[src/rtl/ram_port_arbiter.sv]
// Round-robin arbiter sharing one block RAM (write port a, read port b) among NREQ requesters.
// Optional macro RAM_ARB_FETCH_PRIO_EN: requester 0 wins every other arbitration.
module ram_port_arbiter #(
  parameter int NREQ = 4,
  parameter int AW   = 10,
  parameter int DW   = 16
) (
  input  logic                 clka,
  input  logic                 rst,
  input  logic [NREQ-1:0]      req,
  input  logic [NREQ-1:0]      we,
  input  logic [NREQ*AW-1:0]   addr,
  input  logic [NREQ*DW-1:0]   wdata,
  output logic [NREQ-1:0]      gnt,
  output logic [NREQ-1:0]      rvalid,
  output logic [DW-1:0]        rdata,
  output logic                 ena,
  output logic                 wea,
  output logic [AW-1:0]        addra,
  output logic [DW-1:0]        dia,
  output logic                 enb,
  output logic [AW-1:0]        addrb,
  input  logic [DW-1:0]        dob
);

  localparam int IW = (NREQ > 1) ? $clog2(NREQ) : 1;

  typedef enum logic [1:0] {IDLE, RD_ISSUE, RD_DATA, WR} state_t;

  state_t        state;
  logic [IW-1:0] last;
  logic [IW-1:0] win;
  logic          found;
  int            idx;

`ifdef RAM_ARB_FETCH_PRIO_EN
  logic [IW-1:0] last_oth;

  // Fetch wins unless it held the previous grant; others rotate on their own pointer.
  always_comb begin
    win   = '0;
    found = 1'b0;
    idx   = 0;
    if (req[0] && last != '0) begin
      found = 1'b1;
    end else begin
      for (int k = 1; k < NREQ; k++) begin
        idx = ((int'(last_oth) - 1 + k) % (NREQ - 1)) + 1;
        if (!found && req[idx]) begin
          found = 1'b1;
          win   = IW'(idx);
        end
      end
      if (!found && req[0]) begin
        found = 1'b1;
        win   = '0;
      end
    end
  end
`else
  always_comb begin
    win   = '0;
    found = 1'b0;
    idx   = 0;
    for (int k = 1; k <= NREQ; k++) begin
      idx = int'(last) + k;
      if (idx >= NREQ) idx = idx - NREQ;
      if (!found && req[idx]) begin
        found = 1'b1;
        win   = IW'(idx);
      end
    end
  end
`endif

  always_ff @(posedge clka or posedge rst) begin
    if (rst) begin
      state  <= IDLE;
      gnt    <= '0;
      rvalid <= '0;
      rdata  <= '0;
      ena    <= 1'b0;
      wea    <= 1'b0;
      enb    <= 1'b0;
      addra  <= '0;
      addrb  <= '0;
      dia    <= '0;
      last   <= IW'(NREQ - 1);
`ifdef RAM_ARB_FETCH_PRIO_EN
      last_oth <= IW'(NREQ - 1);
`endif
    end else begin
      gnt    <= '0;
      rvalid <= '0;
      case (state)
        IDLE: begin
          if (found) begin
            gnt[win] <= 1'b1;
            last     <= win;
`ifdef RAM_ARB_FETCH_PRIO_EN
            if (win != '0) last_oth <= win;
`endif
            if (we[win]) begin
              ena   <= 1'b1;
              wea   <= 1'b1;
              addra <= addr[win*AW +: AW];
              dia   <= wdata[win*DW +: DW];
              state <= WR;
            end else begin
              enb   <= 1'b1;
              addrb <= addr[win*AW +: AW];
              state <= RD_ISSUE;
            end
          end
        end
        RD_ISSUE: begin
          enb   <= 1'b0;
          state <= RD_DATA;
        end
        // dob was latched by the RAM on the previous edge; last still names the reader
        RD_DATA: begin
          rdata        <= dob;
          rvalid[last] <= 1'b1;
          state        <= IDLE;
        end
        WR: begin
          ena   <= 1'b0;
          wea   <= 1'b0;
          state <= IDLE;
        end
        default: state <= IDLE;
      endcase
    end
  end

endmodule

[config.mk]
export PLATFORM = sky130hd
export DESIGN_NAME = ram_port_arbiter
export DESIGN_NICKNAME = d
export VERILOG_FILES = /design/src/rtl/ram_port_arbiter.sv
export SDC_FILE = /design/constraint.sdc
export NUM_CORES = 1
export LEC_CHECK = 0
export CORE_MARGIN = 2
export CORE_UTILIZATION = 41
export CTS_CLUSTER_SIZE = 12
export DETAILED_ROUTE_END_ITERATION = 10
export PLACE_DENSITY = 0.78
export SLEW_MARGIN = 0
export SYNTH_ARGS = -nofsm -noshare
export SYNTH_HDL_FRONTEND = slang
export SYNTH_SLANG_ARGS = --single-unit
[constraint.sdc]
create_clock -name clka -period 3.4 [get_ports clka]
set_input_delay 0.68 -clock clka [delete_from_list [all_inputs] [get_ports clka]]
set_output_delay 0.68 -clock clka [all_outputs]
set_load 0.05 [all_outputs]
==> Yosys cells after proc, flatten, opt, wreduce, memory -nomap -nowiden <==
Index checks and enable logic that the tools add are counted.
{ "word_totals": {"reg_bits": 66, "wordCells": 99, "in_bits": 130} }
{ "op_classes": {"shift": 2, "n_reduce_logical": 17, "bitwise_logic": 1, "mux": 42, "n_mul": 1, "n_eq_ne": 6, "magnitude_cmp": 12, "add_sub_neg": 8} }
{ "op_table": {"columns": ["op", "n"], "rows": [
  ["32-bit by 4-bit less-than comparator with 1-bit output, second input constant", 4],
  ["32-bit 2-to-1 mux", 4],
  ["64-bit by 7-bit indexed part select with 16-bit output", 1],
  ["40-bit by 7-bit indexed part select with 10-bit output", 1],
  ["1-bit 2-to-1 mux", 19],
  ["2-bit 2-to-1 mux", 6],
  ["4-bit 2-to-1 mux", 3],
  ["3-bit AND reduction", 4],
  ["3-bit by 3-bit subtractor with 4-bit output, second input constant", 3],
  ["1-bit binary-select mux with 2-bit select", 5],
  ["3-bit >= comparator, second input constant", 3],
  ["2-bit by 2-bit adder with 3-bit output, second input constant", 2],
  ["2-bit by 3-bit less-than comparator with 1-bit output, second input constant", 2],
  ["2-bit != test, second input constant", 3],
  ["2-bit one-hot mux with 3 select lines", 1],
  ["1-bit logical AND", 5],
  ["2-bit by 3-bit multiplier with 5-bit output, second input constant", 1],
  ["4-bit by 3-bit subtractor with 5-bit output, second input constant", 1],
  ["2-bit by 3-bit adder with 4-bit output, second input constant", 1],
  ["1-bit demux with 2-bit select", 2],
  ["2-bit equality test, second input constant", 2],
  ["2-bit by 1-bit >= comparator with 1-bit output, second input constant", 2],
  ["4-bit by 3-bit >= comparator with 1-bit output, second input constant", 1],
  ["1-bit one-hot mux with 2 select lines", 2],
  ["8 further kinds", 11]
]} }

==> Logic depth before layout (Yosys ltp) <==
{ "depth": {"ltp_word": 22, "ltp_mapped": 12, "mapped_depth_nobuf": 9} }

==> Worst setup path before layout <==
No wires, ideal clock.
{ "synth_timing": {"path_type": "flip-flop to flip-flop", "startpoint": "reg last[0]", "endpoint": "reg addra[0]", "path_stages_with_launch": 13, "arrival_ns": 2.896, "synth_period_minus_slack_ns": 3.021, "path_buffers": 3, "setup_slack_ns": 0.379, "required_time_ns": 3.275, "setup_time_ns": 0.125, "path_cell_list": "dfstp_2 -> inv_1 -> ha_1 -> buf_4 -> mux2i_1 -> or3_1 -> a32o_1 -> o211ai_2 -> mux2i_1 -> o22a_1 -> buf_6 -> buf_6 -> mux2_4"} }
{ "synth_between": {"elab_chain_len": 19, "word_cells_on_any_way": 47, "cone_classes": "add/sub: 8; mul: 1; order compare: 4; shift: 1; mux: 26; reduce/logical: 7"} }
{ "synth_rtl": {"columns": ["element", "line_no", "source"], "rows": [
  ["start: declaration", "31", "logic [IW-1:0] last;"],
  ["start signal: assignment", "88", "last <= IW'(NREQ - 1);"],
  ["start signal: assignment", "99", "last <= win;"],
  ["branches (longest 19 deep; another with 3-bit by 3-bit subtractor with 4-bit output)", null, null],
  ["end signal: assignment", "106", "addra <= addr[win*AW +: AW];"],
  ["end: declaration", "19", "output logic [AW-1:0] addra,"]
]} }
Parallel ways; which one is timed is not known. The select of a mux whose other input is x is not followed.
A chain may end at the register's enable or synchronous reset.

==> Worst setup path after layout <==
{ "layout_timing": {"startpoint": "reg last[1]", "endpoint": "reg addrb[0]"} }
{ "layout_between": {"elab_chain_len": 20, "word_cells_on_any_way": 48, "cone_classes": "add/sub: 8; mul: 1; order compare: 4; shift: 1; mux: 26; bitwise: 1; reduce/logical: 7"} }
{ "layout_rtl": {"columns": ["element", "line_no", "source"], "rows": [
  ["branches (longest 20 deep; another with 3-bit by 3-bit subtractor with 4-bit output)", null, null],
  ["end signal: assignment", "111", "addrb <= addr[win*AW +: AW];"],
  ["end: declaration", "22", "output logic [AW-1:0] addrb,"]
]} }
Parallel ways; which one is timed is not known. The select of a mux whose other input is x is not followed.

==> summary.txt <==
Timing
  • Least-Margin Pin Slew: 1120 ps
  • F_max: 319 MHz
  • Relative slew slack: 0.250
  • Final WS setup: 267 ps
  • Fin. Hold Viols: 0
  • Max-slew violations: 0
  • RSZ-0062 raised after global routing: false
  • Setup TNS: 0 ps
  • Fin crit share: 0.921
  • Setup violators final: 0
  • Clock Skews: 7.89 ps
  • Final Critical Period: 3130 ps

Die
  • Starting density of the core: 0.416
  • Core ar.: 0.00911 mm²
  • Die Span Y: 100 µm
  • Die width: 100 µm
  • # IOs: 193
  • Row cnt: 35
  • Die ar.: 0.0100 mm²

Critical path
  • Crit path max-delay family: multiplexers
  • Crit path capture type: register
  • Most used cell, CP: mux2_1
  • Crit-path slowest cell: dfstp_2
  • Crit-path max FO: 10
  • CP bufs+invs: 2
  • Slowest stage delay, CP: 530 ps
  • Crit path DAT: 3350 ps
  • Critical R2R Launch: last[1]
  • Worst R2R Setup Slack: 270 ps
  • Reg-to-reg endpoint: addrb[0]
  • Critical Path, Cell by Cell: inv_1, ha_1, mux2_1, or2_0, a21oi_1, a32oi_4, and2_1, a22oi_1, buf_4, mux2_1
  • Worst Path Required: 3610 ps
  • CP startpoint: last[1]
  • Reg2Reg Depth: 10
  • Worst path depth: 10
  • Setup crit end: addrb[0]
  • Critical Path Start Type: register
  • Critical path type: register to register

CTS
  • H-tree Lvls: 3
  • Clock sink total: 66
  • CTS-repair resized insts: 0
  • Post-CTS setup buffer count: 0
  • CTS clk-pin slew, worst paths: 70 ps
  • TritonCTS Buffers: 9
  • CTS root buf: clkbuf_8
  • TritonCTS clock tree: yes
  • Hold buffers post-CTS: 0
  • Clock Path Buffers: 2
  • Worst-skew pair later-pin latency: 340 ps

Detailed routing
  • Detailed Route Iter0 Violations: 51
  • Via count: 3119
  • Post-route DRC: 0
  • Total routed wirelength: 9800 µm
  • Vias per inst: 4.90
  • Post-route antenna net violation count: 0
  • DR pass1 iterations: 4
  • Wire length per cell: 15.4 µm

Synth
  • Number of flops mapped to enable cells by yosys: 0
  • Avg Synthesized Cell Area: 11.7 µm²
  • FF+latch count, synth: 66
  • Fraction of registers with async set or reset after synthesis: 1.00
  • Unique masters post-synth: 43
  • Main flop type after synthesis: dfrtp_1
  • Syn nets: 459
  • Leading area contributor after synthesis: dfrtp_1
  • Sequential area share after synthesis: 0.436
  • Post-synth top cells: mux2i_1 (84), dfrtp_1 (64), nand2_1 (56)
  • Area contributors post-synth: dfrtp_1 (42%), mux2i_1 (22%), mux2_4 (7.1%)
  • Synth Warn #: 0
  • Post-Syn Area: 0.00379 mm²
  • Synth Instances: 325
  • Post-synth top area share: 0.422
  • Most common cell in the synthesized netlist: mux2i_1

Placement
  • Port Buffers: 192
  • Pre-CTS setup slack: 31.0 ps
  • Routability Congestion: 0.855
  • Half-perimeter wire length after placement: 7860 µm

Flow run
  • Max_cap viols: 0

Global routing
  • Met3 GRT Util: 0.0857
  • First-pass GRT wire length: 15600 µm
  • Number of global-route vias before repair: 3252
  • Initial antenna violation count: 0
  • Tot GR Track Use: 0.202
  • M1 GR Usage: 0.222
  • Total gr overflow: 0
  • Largest net degree at the start of global routing: 34
  • Met2 GRT Util: 0.347
  • Most Crowded Layer GR: met2

Cells and area
  • Share of layout cells above drive strength 1: 0.110
  • Nets: 655
  • Final Util: 0.668
  • Antenna diodes: 0
  • Layout area overhead: 60.5%

Power and ir drop
  • Leak: 0.00283 µW
  • PwrDens: 1110 mW/mm²
  • Max rail drop VDD: 0.000532 V

Run status
  • Run status: complete, no violations

Worst hold path
  • Hold Path Class: register to register
-- worst min path at each step --
stage,startpoint,end,slack [ps],depth (start not counted)
6_report,rdata[8],rdata[8],480,2
5_1_grt,rdata[13],rdata[13],490,2
4_1_cts,rdata[8],rdata[8],480,2
3_5_place_dp,rdata[8],rdata[8],470,2
3_3_place_gp,rdata[11],rdata[11],460,2
2_1_floorplan,state[0],state[0],520,1
-- routing by layer --
metal	routed length, µm	vias up
li1	-	1524
met1	3670	1447
met2	4920	133
met3	1020	15
met4	189	0
met5	0	-
-- registers in the layout, indices dropped and copies added, names as in the netlist --
signal / flops
gnt: 4
last: 2
enb: 1
rdata: 16
rvalid: 4
wea: 1
state: 2
dia: 16
addrb: 10
addra: 10
-- cells by family after synthesis --
group | share of synthesized area
AO/OA/AOI/OAI | 0.0399
flip-flops | 0.436
multiplexers | 0.349
XOR/XNOR | 0.00231
AND/OR/NAND/NOR | 0.111
adder cells (fa/ha/maj) | 0.0132
buffers and inverters | 0.0478
-- placed cells by master (no fill, tap or decap), types with 5 or more instances in the layout --
cell type,count
clkdlybuf4s50_1,192
mux2i_1,84
dfrtp_1,64
nand2_1,56
mux2_1,19
mux2_4,18
buf_4,15
clkbuf_8,9
and2_1,7
nor2_1,5
nand2b_1,5
-- final cells by class --
type | instances | area [µm²]
Sequential cell | 66 | 1650
Clock buffer | 10 | 128
Timing Repair Buffer | 209 | 2070
Clock inverter | 6 | 115
Tap cell | 111 | 139
Inverter | 3 | 11.3
Fill cell | 732 | 3020
Multi-Input combinational cell | 232 | 1970
-- worst min-delay path, cell delays in order, from the launching register on --
cell and delay [ps]:
dfrtp_1 340, nand2_1 50, nand2_1 60
-- where the power goes --
group          leakage, µW  switching [µW]  internal (µW)
registers         0.000798             220           1190
clock network     0.000117             297            490
logic              0.00191            2610           1940
total              0.00283            3130           3630
-- stage by stage --
| stage | instances | power [µW] | hold WS (ps) | cell area (µm²) |
|---|---|---|---|---|
| final | 637 | 6760 | 479 | 6090 |
| after global routing | 637 | 7160 | 493 | 6090 |
| after CTS | 637 | 6840 | 481 | 6090 |
| after detailed placement | 621 | 6030 | 465 | 5850 |
| after global placement | 621 | 5960 | 460 | 5850 |
| after floorplan | 325 | 4720 | 524 | 3790 |
No activity file was read; power rests on OpenSTA's default activity.
